===== config.mk =====
export PLATFORM = sky130hd
export DESIGN_NAME = digit_scan_ctrl
export DESIGN_NICKNAME = d
export VERILOG_FILES = /design/src/rtl/digit_scan_ctrl.sv
export SDC_FILE = /design/constraint.sdc
export NUM_CORES = 1
export LEC_CHECK = 0
export ABC_AREA = 1
export CAP_MARGIN = 40
export CORE_MARGIN = 2
export CORE_UTILIZATION = 48
export CTS_CLUSTER_SIZE = 16
export DETAILED_ROUTE_END_ITERATION = 6
export PLACE_DENSITY_LB_ADDON = 0.3
export SLEW_MARGIN = 20
export SYNTH_ARGS = -nofsm -noshare
export SYNTH_HDL_FRONTEND = slang
export SYNTH_SLANG_ARGS = --single-unit

===== constraint.sdc =====
create_clock -name clk -period 1.3 [get_ports clk]
set_input_delay 0.26 -clock clk [delete_from_list [all_inputs] [get_ports clk]]
set_output_delay 0.26 -clock clk [all_outputs]
set_load 0.005 [all_outputs]

===== src/rtl/digit_scan_ctrl.sv =====
`default_nettype none
// ============================================================================
// Module   : digit_scan_ctrl
// Purpose  : Multiplexed 7-segment digit scanner with a double-buffered
//            display word. Optional macro DIGIT_SCAN_SCROLL_EN adds scrolling.
// Revision : 1.0 - initial release
// ============================================================================
module digit_scan_ctrl #(
   parameter int NUM_DIGITS    = 4,
   parameter int PRESCALE      = 16,
   parameter int SCROLL_FRAMES = 64
) (
   input  logic                    clk,
   input  logic                    reset,
   input  logic                    enable,
   input  logic                    load_valid,
   input  logic [4*NUM_DIGITS-1:0] load_data,
   input  logic                    scroll,
   output logic                    load_ready,
   output logic [NUM_DIGITS-1:0]   an,
   output logic [3:0]              char,
   output logic                    frame_done
);

   localparam int c_dig_w   = (NUM_DIGITS > 1) ? $clog2(NUM_DIGITS) : 1;
   localparam int c_presc_w = (PRESCALE > 1) ? $clog2(PRESCALE) : 1;
   localparam logic [c_presc_w-1:0] c_presc_max  = c_presc_w'(PRESCALE - 1);
   localparam logic [c_dig_w-1:0]   c_digit_max  = c_dig_w'(NUM_DIGITS - 1);
   localparam logic [c_dig_w:0]     c_num_digits = (c_dig_w + 1)'(NUM_DIGITS);

   logic [c_presc_w-1:0]    r_presc;
   logic [1:0]              r_phase;
   logic [c_dig_w-1:0]      r_digit;
   logic                    r_pend_valid;
   logic [4*NUM_DIGITS-1:0] r_pend_data;
   logic [4*NUM_DIGITS-1:0] r_shadow;
   logic [NUM_DIGITS-1:0]   r_an;
   logic [3:0]              r_char;
   logic                    r_frame_done;

   logic                    w_tick;
   logic                    w_phase_wrap;
   logic                    w_frame_end;
   logic                    w_shadow_upd;
   logic [c_dig_w-1:0]      w_offset;
   logic [c_dig_w:0]        w_idx_sum;
   logic [c_dig_w:0]        w_idx;
   logic [NUM_DIGITS-1:0]   w_an;
   logic [3:0]              w_char;

   assign w_tick       = enable && (r_presc == c_presc_max);
   assign w_phase_wrap = w_tick && (r_phase == 2'd3);
   assign w_frame_end  = w_phase_wrap && (r_digit == c_digit_max);
   // Only a word that was already pending before the frame-end cycle transfers
   assign w_shadow_upd = w_frame_end && r_pend_valid;

   always_ff @(posedge clk or negedge reset) begin
      if (!reset) begin
         r_presc      <= '0;
         r_phase      <= 2'd0;
         r_digit      <= '0;
         r_pend_valid <= 1'b0;
         r_pend_data  <= '0;
         r_shadow     <= '0;
         r_an         <= '1;
         r_char       <= 4'd0;
         r_frame_done <= 1'b0;
      end else begin
         if (enable) begin
            r_presc <= w_tick ? '0 : r_presc + c_presc_w'(1);
         end
         if (w_tick) begin
            r_phase <= r_phase + 2'd1;
         end
         if (w_phase_wrap) begin
            r_digit <= (r_digit == c_digit_max) ? '0 : r_digit + c_dig_w'(1);
         end
         r_frame_done <= w_frame_end;
         if (w_shadow_upd) begin
            r_shadow     <= r_pend_data;
            r_pend_valid <= 1'b0;
         end else if (load_valid && !r_pend_valid) begin
            r_pend_data  <= load_data;
            r_pend_valid <= 1'b1;
         end
         r_an   <= w_an;
         r_char <= w_char;
      end
   end

   always_comb begin
      w_idx_sum = {1'b0, r_digit} + {1'b0, w_offset};
      w_idx     = (w_idx_sum >= c_num_digits) ? (w_idx_sum - c_num_digits) : w_idx_sum;
      w_char    = 4'd0;
      w_an      = '1;
      for (int d = 0; d < NUM_DIGITS; d++) begin
         if (w_idx == (c_dig_w + 1)'(d)) begin
            w_char = r_shadow[4*d +: 4];
         end
         // Phases 0, 1 and 3 keep the digit dark as ghosting guards
         if (enable && (r_phase == 2'd2) && (r_digit == c_dig_w'(d))) begin
            w_an[d] = 1'b0;
         end
      end
   end

`ifdef DIGIT_SCAN_SCROLL_EN
   localparam int c_fc_w = (SCROLL_FRAMES > 1) ? $clog2(SCROLL_FRAMES) : 1;
   localparam logic [c_fc_w-1:0] c_fc_max = c_fc_w'(SCROLL_FRAMES - 1);

   logic [c_fc_w-1:0]  r_frame_cnt;
   logic [c_dig_w-1:0] r_offset;

   always_ff @(posedge clk or negedge reset) begin
      if (!reset) begin
         r_frame_cnt <= '0;
         r_offset    <= '0;
      end else if (w_shadow_upd || !scroll) begin
         r_frame_cnt <= '0;
         r_offset    <= '0;
      end else if (w_frame_end) begin
         if (r_frame_cnt == c_fc_max) begin
            r_frame_cnt <= '0;
            r_offset    <= (r_offset == c_digit_max) ? '0 : r_offset + c_dig_w'(1);
         end else begin
            r_frame_cnt <= r_frame_cnt + c_fc_w'(1);
         end
      end
   end

   assign w_offset = r_offset;
`else
   logic w_unused_scroll;

   assign w_unused_scroll = scroll;
   assign w_offset        = '0;
`endif

   assign load_ready = !r_pend_valid;
   assign an         = r_an;
   assign char       = r_char;
   assign frame_done = r_frame_done;

endmodule
`default_nettype wire


==> results of run 1 <==
[synth_stat cells]
cell type and count:
nor3_1 1, buf_6 4, mux2_4 10, nor2_8 1, nor3_2 1, nand2_4 2, o21ai_1 1, nand3_1 11
nand4_1 16, dfrtp_1 46, o21bai_1 1, o211ai_1 5, xor2_1 2, nand4_4 1, o21ai_0 4, inv_1 12
inv_4 1, clkbuf_1 3, nand2_2 1, buf_4 2, ha_1 7, dfstp_2 4, mux2_2 7, a21oi_1 4
nand2_1 46
[state kept, by name, summed over array words and instances (netlist names)]
| name | count |
|---|---|
| r_pend_data | 16 |
| r_shadow | 16 |
| an | 4 |
| char | 4 |
| r_presc | 4 |
| r_digit | 2 |
| r_phase | 2 |
| frame_done | 1 |
| r_pend_valid | 1 |
[area by class of cell]
cell class / count / area share
Clock inverter: 3 / 0.0138
Multi-Input combinational cell: 123 / 0.330
Inverter: 13 / 0.0186
Tap cell: 52 / 0.0225
Sequential cell: 50 / 0.434
Timing Repair Buffer: 49 / 0.157
Clock buffer: 5 / 0.0238
[cells in the final DEF (no fill, tap or decap), drive strengths merged]
master / synthesis / final
a21oi: 4 / 4
buf: 6 / 20
bufinv: 0 / 1
clkbuf: 3 / 8
clkdlybuf4s15: 0 / 2
clkdlybuf4s50: 0 / 18
clkinv: 0 / 2
dfrtp: 46 / 46
dfstp: 4 / 4
dlygate4sd2: 0 / 5
dlygate4sd3: 0 / 1
ha: 7 / 7
inv: 13 / 13
mux2: 17 / 17
nand2: 49 / 49
nand3: 11 / 11
nand4: 17 / 19
nor2: 1 / 1
nor3: 2 / 2
o211ai: 5 / 5
o21ai: 5 / 5
o21bai: 1 / 1
xor2: 2 / 2
[power by group through the flow]
stage / Sequential, mW / Combinational [mW] / Clock, mW
floorplan: 1.89 / 0.601 / 0
global placement: 1.90 / 0.971 / 0
detailed placement: 1.92 / 1.00 / 0
finish: 1.90 / 1.26 / 1.06
CTS: 1.89 / 1.06 / 1.10
global route: 1.92 / 1.40 / 1.15
[kinds of logic after synthesis]
family / after synthesis / synth area share
buffers and inverters: 22 / 0.0553
xor gates and xnor gates: 2 / 0.00791
AOI/OAI and AO/OA: 15 / 0.0407
muxes: 17 / 0.103
DFF: 50 / 0.567
and+or+nand+nor: 80 / 0.186
adders and majority gates: 7 / 0.0395
[routing by layer]
layer	vias to the layer above	share of wire	GRT usage
met3	6	0.043	0.0458
met4	0	0.011	0.0503
li1	755	-	-
met2	41	0.50	0.283
met1	757	0.45	0.257
met5	-	0	0
[worst min-delay path, cell delays in order]
cell,delay (ns)
dlygate4sd3_1,0.52
buf_2,0.12
buf_12,0.25
[worst max path at each step]
stage / slack (ns) / to / from
3_3_place_gp: -0.23 / r_pend_valid / enable
2_1_floorplan: 0.1 / r_shadow[13] / r_presc[0]
4_1_cts: -0.004 / an[3] / an[3]
6_report: 0.004 / char[2] / r_digit[1]
3_5_place_dp: -0.25 / r_shadow[4] / enable
5_1_grt: -0.1 / char[3] / r_digit[1]
[what timing repair did]
action / in CTS / in global routing
setup endpoints to repair: 23 / 30
pin swaps: 0 / 14
hold buffers: 1 / 0
setup buffers: 1 / 3
cloned: 1 / 1
resized for setup: 20 / 30
hold endpoints to repair: 46 / 0
[through the flow]
stage / setup WS, ns / setup TNS (ns) / hold slack (ns)
finish: 0.00421 / 0 / 0.460
global route: -0.0974 / -0.633 / 0.491
CTS: -0.00376 / -0.00376 / 0.473
detailed placement: -0.255 / -7.76 / 0.266
global placement: -0.233 / -7.12 / 0.265
floorplan: 0.0954 / 0 / -0.0356
==> impl_metrics.yaml, run 1 <==
worst_setup_path:
  path_cells: "inv_2 -> buf_6 -> ha_4 -> nand3_2 -> nand2_1 -> o211ai_1 -> nand2_1"
  crit_type: "flip-flop to flip-flop"
  crit_buf_inv: 2
  cp.required_ns: 1.48
  crit_path_end_kind: "flip-flop"
  crit_top_cell: "nand2_1"
  reg2reg_slack_ns: 0.004
  critPathMaxFanout: 5
  critPathSlowestCell: "dfrtp_1"
  reg2reg_from: "r_digit[1]"
  crit_arrival_ns: 1.48
  critPathTopFamily: "flip-flops"
  slowest_delay_ns: 0.46
  r2r_cells: 7
  cp_num_cells: 7
  reg2reg_to: "char[2]"
  critPathLaunchType: "flip-flop"
power_and_ir_drop:
  max-vdd-ir-drop_uv: 779
  p_per_area_mw_per_mm2: 1460
  power_mw: 4.22
  p_comb_frac: 0.299
  p_sw_frac: 0.310
  p_sw_mw: 1.31
  clkPwrFrac: 0.252
  seq_power_share: 0.450
  p_leak_nw: 1.47
  intPower_mw: 2.91
drt:
  detail_route.wl_per_cell_um: 14.6
  drt-pass1-iter-count: 4
  drtAntennaViolNets: 0
  drc_errors: 0
  routed_wl_um: 4310
  vias_per_cell: 5.28
  vias: 1559
  drt_iter0_drc: 84
floorplan:
  fp-row-count: 24
  die_h_um: 71.9
  initial_core_util: 0.502
  pin_count: 31
  die_x_um: 71.9
  coreArea_mm2: 0.00441
  dieArea_mm2: 0.00518
place:
  gp_congestion: 0.793
  placed_cells: 280
  port_buffers: 29
  placed_area_mm2: 0.00262
  dp_hpwl_um: 2850
synth:
  synth_top_area_share: 0.519
  syn_avg_cell_area_um2: 11.5
  synth.distinct_cells: 25
  ys_ff_latch: 50
  ys_warn_count: 0
  yosysTopAreaCell: "dfrtp_1"
  yosysSeqAreaShare: 0.567
  syn_nets: 221
  synth.area.top_cells: "dfrtp_1 (52%), nand2_1 (7.8%), mux2_4 (6.8%), dfstp_2 (4.7%), nand4_1 (4.5%)"
  synth_cells: 193
  syn-cell-area_mm2: 0.00222
timing:
  hold_viol: 0
  rsz0062_at_grt: "true"
  finalSetupViolCount: 0
  slew_headroom: 0.821
  tightestPinTransition_ns: 0.268
  skew_ns: 0.00550
  finalWorstPathRequiredPeriod_ns: 1.30
  slew_viol_final: 0
  fmax_mhz: 772
  fin_crit_sh: 0.997
cts:
  cts.sinks: 50
  cts_tree: "built"
  clkTransAtPathRegs_ns: 0.09
  cts-buffers-inserted: 5
  insertion_delay_ns: 0.30
  htreeDepth: 2
  cts_max_path_buffers: 2
  cts-root-buf: "clkbuf_8"
layout:
  final_area_mm2: 0.00290
  post-route-util: 0.656
  drive_above_1_share: 0.325
  syn2layout_area_growth_pct: 30.7
  fillers: 339
  multi_input_area_um2: 955
  final_cells: 295
  nets: 270
  antennaDiodeCount: 0
  area.sequential_mm2: 0.00126
global_route:
  grt_pass1_wl_um: 7200
  first_global_vias: 1506
  antenna_found_initial: 0
  gr-total-overflow: 0
  grt_max_degree: 51
  grt_usage: 0.182
outcome:
  status: "completed"
worst_hold_path:
  hold_class: "input port to asynchronous set/reset pin"
flow_run:
  cap_violations: 0
(Power assumes the default switching activity.)
==> run 2, diff against run 1 <==
CORE_UTILIZATION = 54   (was 48)
clock period = 1.4 ns   (was 1.3 ns; I/O delays follow)
==> impl_metrics.yaml, run 2 (synthesis gave the netlist of run 1 again) <==
outcome:
  status: "completed"
layout:
  final_cells: 284
  drive_above_1_share: 0.209
  fillers: 325
  layout_common_cells: "nand2_1 (46), dfrtp_1 (46), clkdlybuf4s50_1 (18)"
  antennaDiodeCount: 0
  reg_top3: "r_pend_data: 16 flops, r_shadow: 16 flops"
  nets: 261
  syn2layout_area_growth_pct: 22.6
  post-route-util: 0.684
timing:
  rsz0062_at_grt: "true"
  finalWorstPathRequiredPeriod_ns: 1.32
  fin_crit_sh: 0.943
  tightestPinTransition_ns: 0.310
  finalSetupViolCount: 0
  skew_ns: 0.00337
  hold_viol: 0
  fmax_mhz: 758
  slew_viol_final: 0
  slew_headroom: 0.794
floorplan:
  dieArea_mm2: 0.00463
  pin_count: 31
  coreArea_mm2: 0.00397
  die_x_um: 68.1
  initial_core_util: 0.558
  fp-row-count: 23
  die_h_um: 68.1
global_route:
  grt_pass1_wl_um: 5990
  first_global_vias: 1342
  grt_max_degree: 51
  gr-total-overflow: 0
  antenna_found_initial: 0
  grt_usage: 0.175
cts:
  insertion_delay_ns: 0.29
  cts_max_path_buffers: 2
  cts_tree: "built"
  clkTransAtPathRegs_ns: 0.08
  htreeDepth: 2
  cts-root-buf: "clkbuf_8"
  cts-buffers-inserted: 5
  cts.sinks: 50
worst_setup_path:
  path_cells: "inv_1 -> ha_1 -> inv_1 -> o211ai_1 -> nand2_1"
  critPathSlowestCell: "dfrtp_1"
  crit_path_end_kind: "flip-flop"
  critPathMaxFanout: 6
  critPathTopFamily: "flip-flops"
  critPathLaunchType: "flip-flop"
  slowest_delay_ns: 0.40
  crit_arrival_ns: 1.49
  reg2reg_from: "r_digit[0]"
  reg2reg_slack_ns: 0.08
  cp.required_ns: 1.57
  reg2reg_to: "char[1]"
  r2r_cells: 5
  crit_buf_inv: 2
  crit_type: "flip-flop to flip-flop"
  crit_top_cell: "inv_1"
drt:
  routed_wl_um: 3940
  drt-pass1-iter-count: 4
  drc_errors: 0
  drtAntennaViolNets: 0
  vias_per_cell: 5.25
  detail_route.wl_per_cell_um: 13.9
  vias: 1492
  drt_iter0_drc: 130
worst_hold_path:
  min_to: "char[0]"
  min_from: "r_shadow[12]"
  hold_class: "flip-flop to flip-flop"
  whs_path_depth: 2
place:
  placed_cells: 273
  gp_congestion: 0.775
  dp_hpwl_um: 2730
  port_buffers: 29
flow_run:
  cap_violations: 0
power_and_ir_drop:
  p_leak_nw: 1.44
  p_per_area_mw_per_mm2: 1290
  max-vdd-ir-drop_uv: 786
  power_mw: 3.50
-- run 2: changes by cell type in the layout (fill, tap and decap cells not counted), moves of 3 or more --
cell | before | now
buf_6 | 7 | 0
inv_1 | 7 | 12
ha_1 | 1 | 5
inv_2 | 4 | 0
clkbuf_2 | 3 | 0
dlygate4sd2_1 | 5 | 8
ha_4 | 4 | 1
-- run 2: timing repair --
| item | in CTS | in global routing |
|---|---|---|
| hold buffers | 1 | 0 |
| gates resized for setup | 8 | 6 |
| setup buffers | 0 | 1 |
| endpoints found under the setup margin | 8 | 12 |
| endpoints found under the hold margin | 46 | 0 |
| gates cloned | 0 | 1 |
-- run 2: layout make-up --
cell class / count / area, µm² / area share
flip-flops and latches: 50 / 1260 / 0.462
multi-input cells: 122 / 871 / 0.321
repair buffers: 41 / 385 / 0.142
clock buffers: 8 / 90.1 / 0.0332
well taps: 50 / 62.6 / 0.0230
inverters: 13 / 51.3 / 0.0189
-- run 2: power by group --
group	total [mW]	switching (mW)	internal, mW	leakage, nW
Clock	0.828	0.424	0.403	0.0455
Combinational	0.920	0.532	0.389	0.748
Sequential	1.75	0.118	1.63	0.643
-- run 2: per-layer routing --
metal | GRT usage | up-vias | routed length [µm]
met3 | 0.0543 | 3 | 174
met5 | 0 | - | 0
met2 | 0.278 | 36 | 1980
li1 | - | 732 | -
met1 | 0.239 | 721 | 1770
met4 | 0.0375 | 0 | 8
-- run 2: worst register-to-register path, stage by stage, from the launching register on --
cell	delay (ns)
dfrtp_1	0.40
inv_1	0.08
ha_1	0.27
inv_1	0.13
o211ai_1	0.20
nand2_1	0.11
-- run 2: stage by stage --
stage / hold slack, ns / cell area, µm² / setup WS, ns / setup TNS [ns]
detailed placement: 0.285 / 2580 / -0.181 / -4.64
global placement: 0.284 / 2580 / -0.142 / -3.86
finish: 0.485 / 2720 / 0.0800 / 0
floorplan: -0.0156 / 2220 / 0.195 / 0
global route: 0.508 / 2720 / -0.00682 / -0.00784
CTS: 0.491 / 2670 / 0.00667 / 0
-- run 2: how the worst max path moves through the flow --
| stage | from | end | cells past startpoint |
|---|---|---|---|
| after CTS | char[2] | char[2] | 1 |
| final | r_digit[0] | char[1] | 5 |
| after global routing | r_digit[0] | char[2] | 5 |
| after detailed placement | enable | r_shadow[14] | 6 |
| after floorplan | r_presc[0] | r_shadow[13] | 7 |
| after global placement | enable | r_pend_valid | 6 |
==> run 3, diff against run 2 <==
clock period = 1.5 ns   (was 1.4 ns; I/O delays follow)
==> impl_metrics.yaml, run 3 (synthesis gave the netlist of run 1 again) <==
worst_setup_path:
  path_cells: "clkdlybuf4s50_1"
  critPathSlowestCell: "clkdlybuf4s50_1"
  crit_arrival_ns: 1.12
  reg2reg_from: "r_digit[0]"
  cp.required_ns: 1.20
  crit_type: "flip-flop to output pin"
  startpoint: "char[0]"
  critPathMaxFanout: 1
  critPathLaunchType: "flip-flop"
  crit_buf_inv: 1
  crit_path_end_kind: "output pin"
  critPathTopFamily: "buffers and inverters"
  slowest_delay_ns: 0.49
cts:
  cts_max_path_buffers: 2
  clkTransAtPathRegs_ns: 0.09
  cts_setup_buffers: 0
  cts.sinks: 50
  cts-buffers-inserted: 5
  htreeDepth: 2
  cts-root-buf: "clkbuf_8"
  cts_tree: "built"
  insertion_delay_ns: 0.30
floorplan:
  die_x_um: 68.1
  initial_core_util: 0.558
  die_h_um: 68.1
  pin_count: 31
  coreArea_mm2: 0.00397
  dieArea_mm2: 0.00463
  fp-row-count: 23
timing:
  tightestPinTransition_ns: 0.303
  fmax_mhz: 706
  slew_headroom: 0.798
  rsz0062_at_grt: "false"
  hold_viol: 0
  fin_crit_sh: 0.945
  finalSetupViolCount: 0
  fin_ws_ns: 0.0830
  skew_ns: 0.00577
  finalWorstPathRequiredPeriod_ns: 1.42
  slew_viol_final: 0
power_and_ir_drop:
  power_mw: 3.16
  p_leak_nw: 1.37
  max-vdd-ir-drop_uv: 819
  p_per_area_mw_per_mm2: 1180
place:
  place_ws_ns: -0.0940
  placed_area_mm2: 0.00259
  gp_congestion: 0.766
  dp_hpwl_um: 2830
  placed_cells: 274
  port_buffers: 29
drt:
  detail_route.wl_per_cell_um: 13.5
  drtAntennaViolNets: 0
  routed_wl_um: 3820
  drt_iter0_drc: 98
  vias: 1487
  drt-pass1-iter-count: 4
  vias_per_cell: 5.25
  drc_errors: 0
layout:
  final_cells: 283
  syn2layout_area_growth_pct: 20.7
  reg_top3: "r_pend_data: 16 flops, r_shadow: 16 flops"
  antennaDiodeCount: 0
  final_area_mm2: 0.00267
  layout_common_cells: "nand2_1 (46), dfrtp_1 (46), clkdlybuf4s50_1 (23)"
  nets: 260
  drive_above_1_share: 0.202
global_route:
  gr-total-overflow: 0
  first_global_vias: 1397
  grt_usage: 0.188
  antenna_found_initial: 0
  grt_max_degree: 24
  grt_pass1_wl_um: 6250
outcome:
  status: "completed"
worst_hold_path:
  hold_class: "input port to asynchronous set/reset pin"
flow_run:
  cap_violations: 0
[run 3: cell count changes in the layout (fill, tap and decap cells not counted), sizes merged]
cell	before	now
clkbuf	8	6
dlygate4sd2	8	5
clkdlybuf4s50	18	23
nand4	18	17
clkinv	0	2
dlymetal6s2s	2	0
[run 3: final timing paths]
check / end / slack, ns / depth (start not counted)
max reg2reg: char[3] / 0.09 / 5
max: char[0] / 0.08 / 1
min in group clk: char[3] / 0.49 / 2
min reg2reg: char[3] / 0.49 / 2
min: frame_done / 0.41 / 2
max in group asynchronous: an[3] / 0.60 / 3
[run 3: per-stage QoR]
stage	hold slack, ns	TNS (ns)	util
floorplan	0.00441	0	-
global placement	0.196	-1.11	0.652
detailed placement	0.202	-1.34	0.652
CTS	0.417	0	0.673
global route	0.423	0	0.673
finish	0.410	0	0.673
[run 3: cell type report]
type	count	area, µm²
well taps	50	62.6
multi-input cells	121	837
clock inverters	2	10.0
repair buffers	41	384
flip-flops and latches	50	1260
inverters	13	51.3
clock buffers	6	72.6
fillers	311	1300
[run 3: metal layers]
| layer | vias to the layer above | wire length, µm | share of wire | global-route usage |
|---|---|---|---|---|
| met2 | 31 | 1900 | 0.50 | 0.302 |
| met1 | 717 | 1690 | 0.44 | 0.236 |
| met5 | - | 0 | 0 | 0 |
| met4 | 0 | 82 | 0.021 | 0.0925 |
| li1 | 731 | - | - | - |
| met3 | 8 | 145 | 0.038 | 0.0510 |
[run 3: repair_timing]
| item | in CTS | in global routing |
|---|---|---|
| endpoints found under the setup margin | 5 | 0 |
| endpoints found under the hold margin | 9 | 0 |
| hold buffers | 1 | 0 |
| gates resized for setup | 5 | 0 |
[run 3: report_power, final]
part	internal, mW	switching, mW
clock network	0.324	0.420
registers	1.52	0.111
logic	0.339	0.448
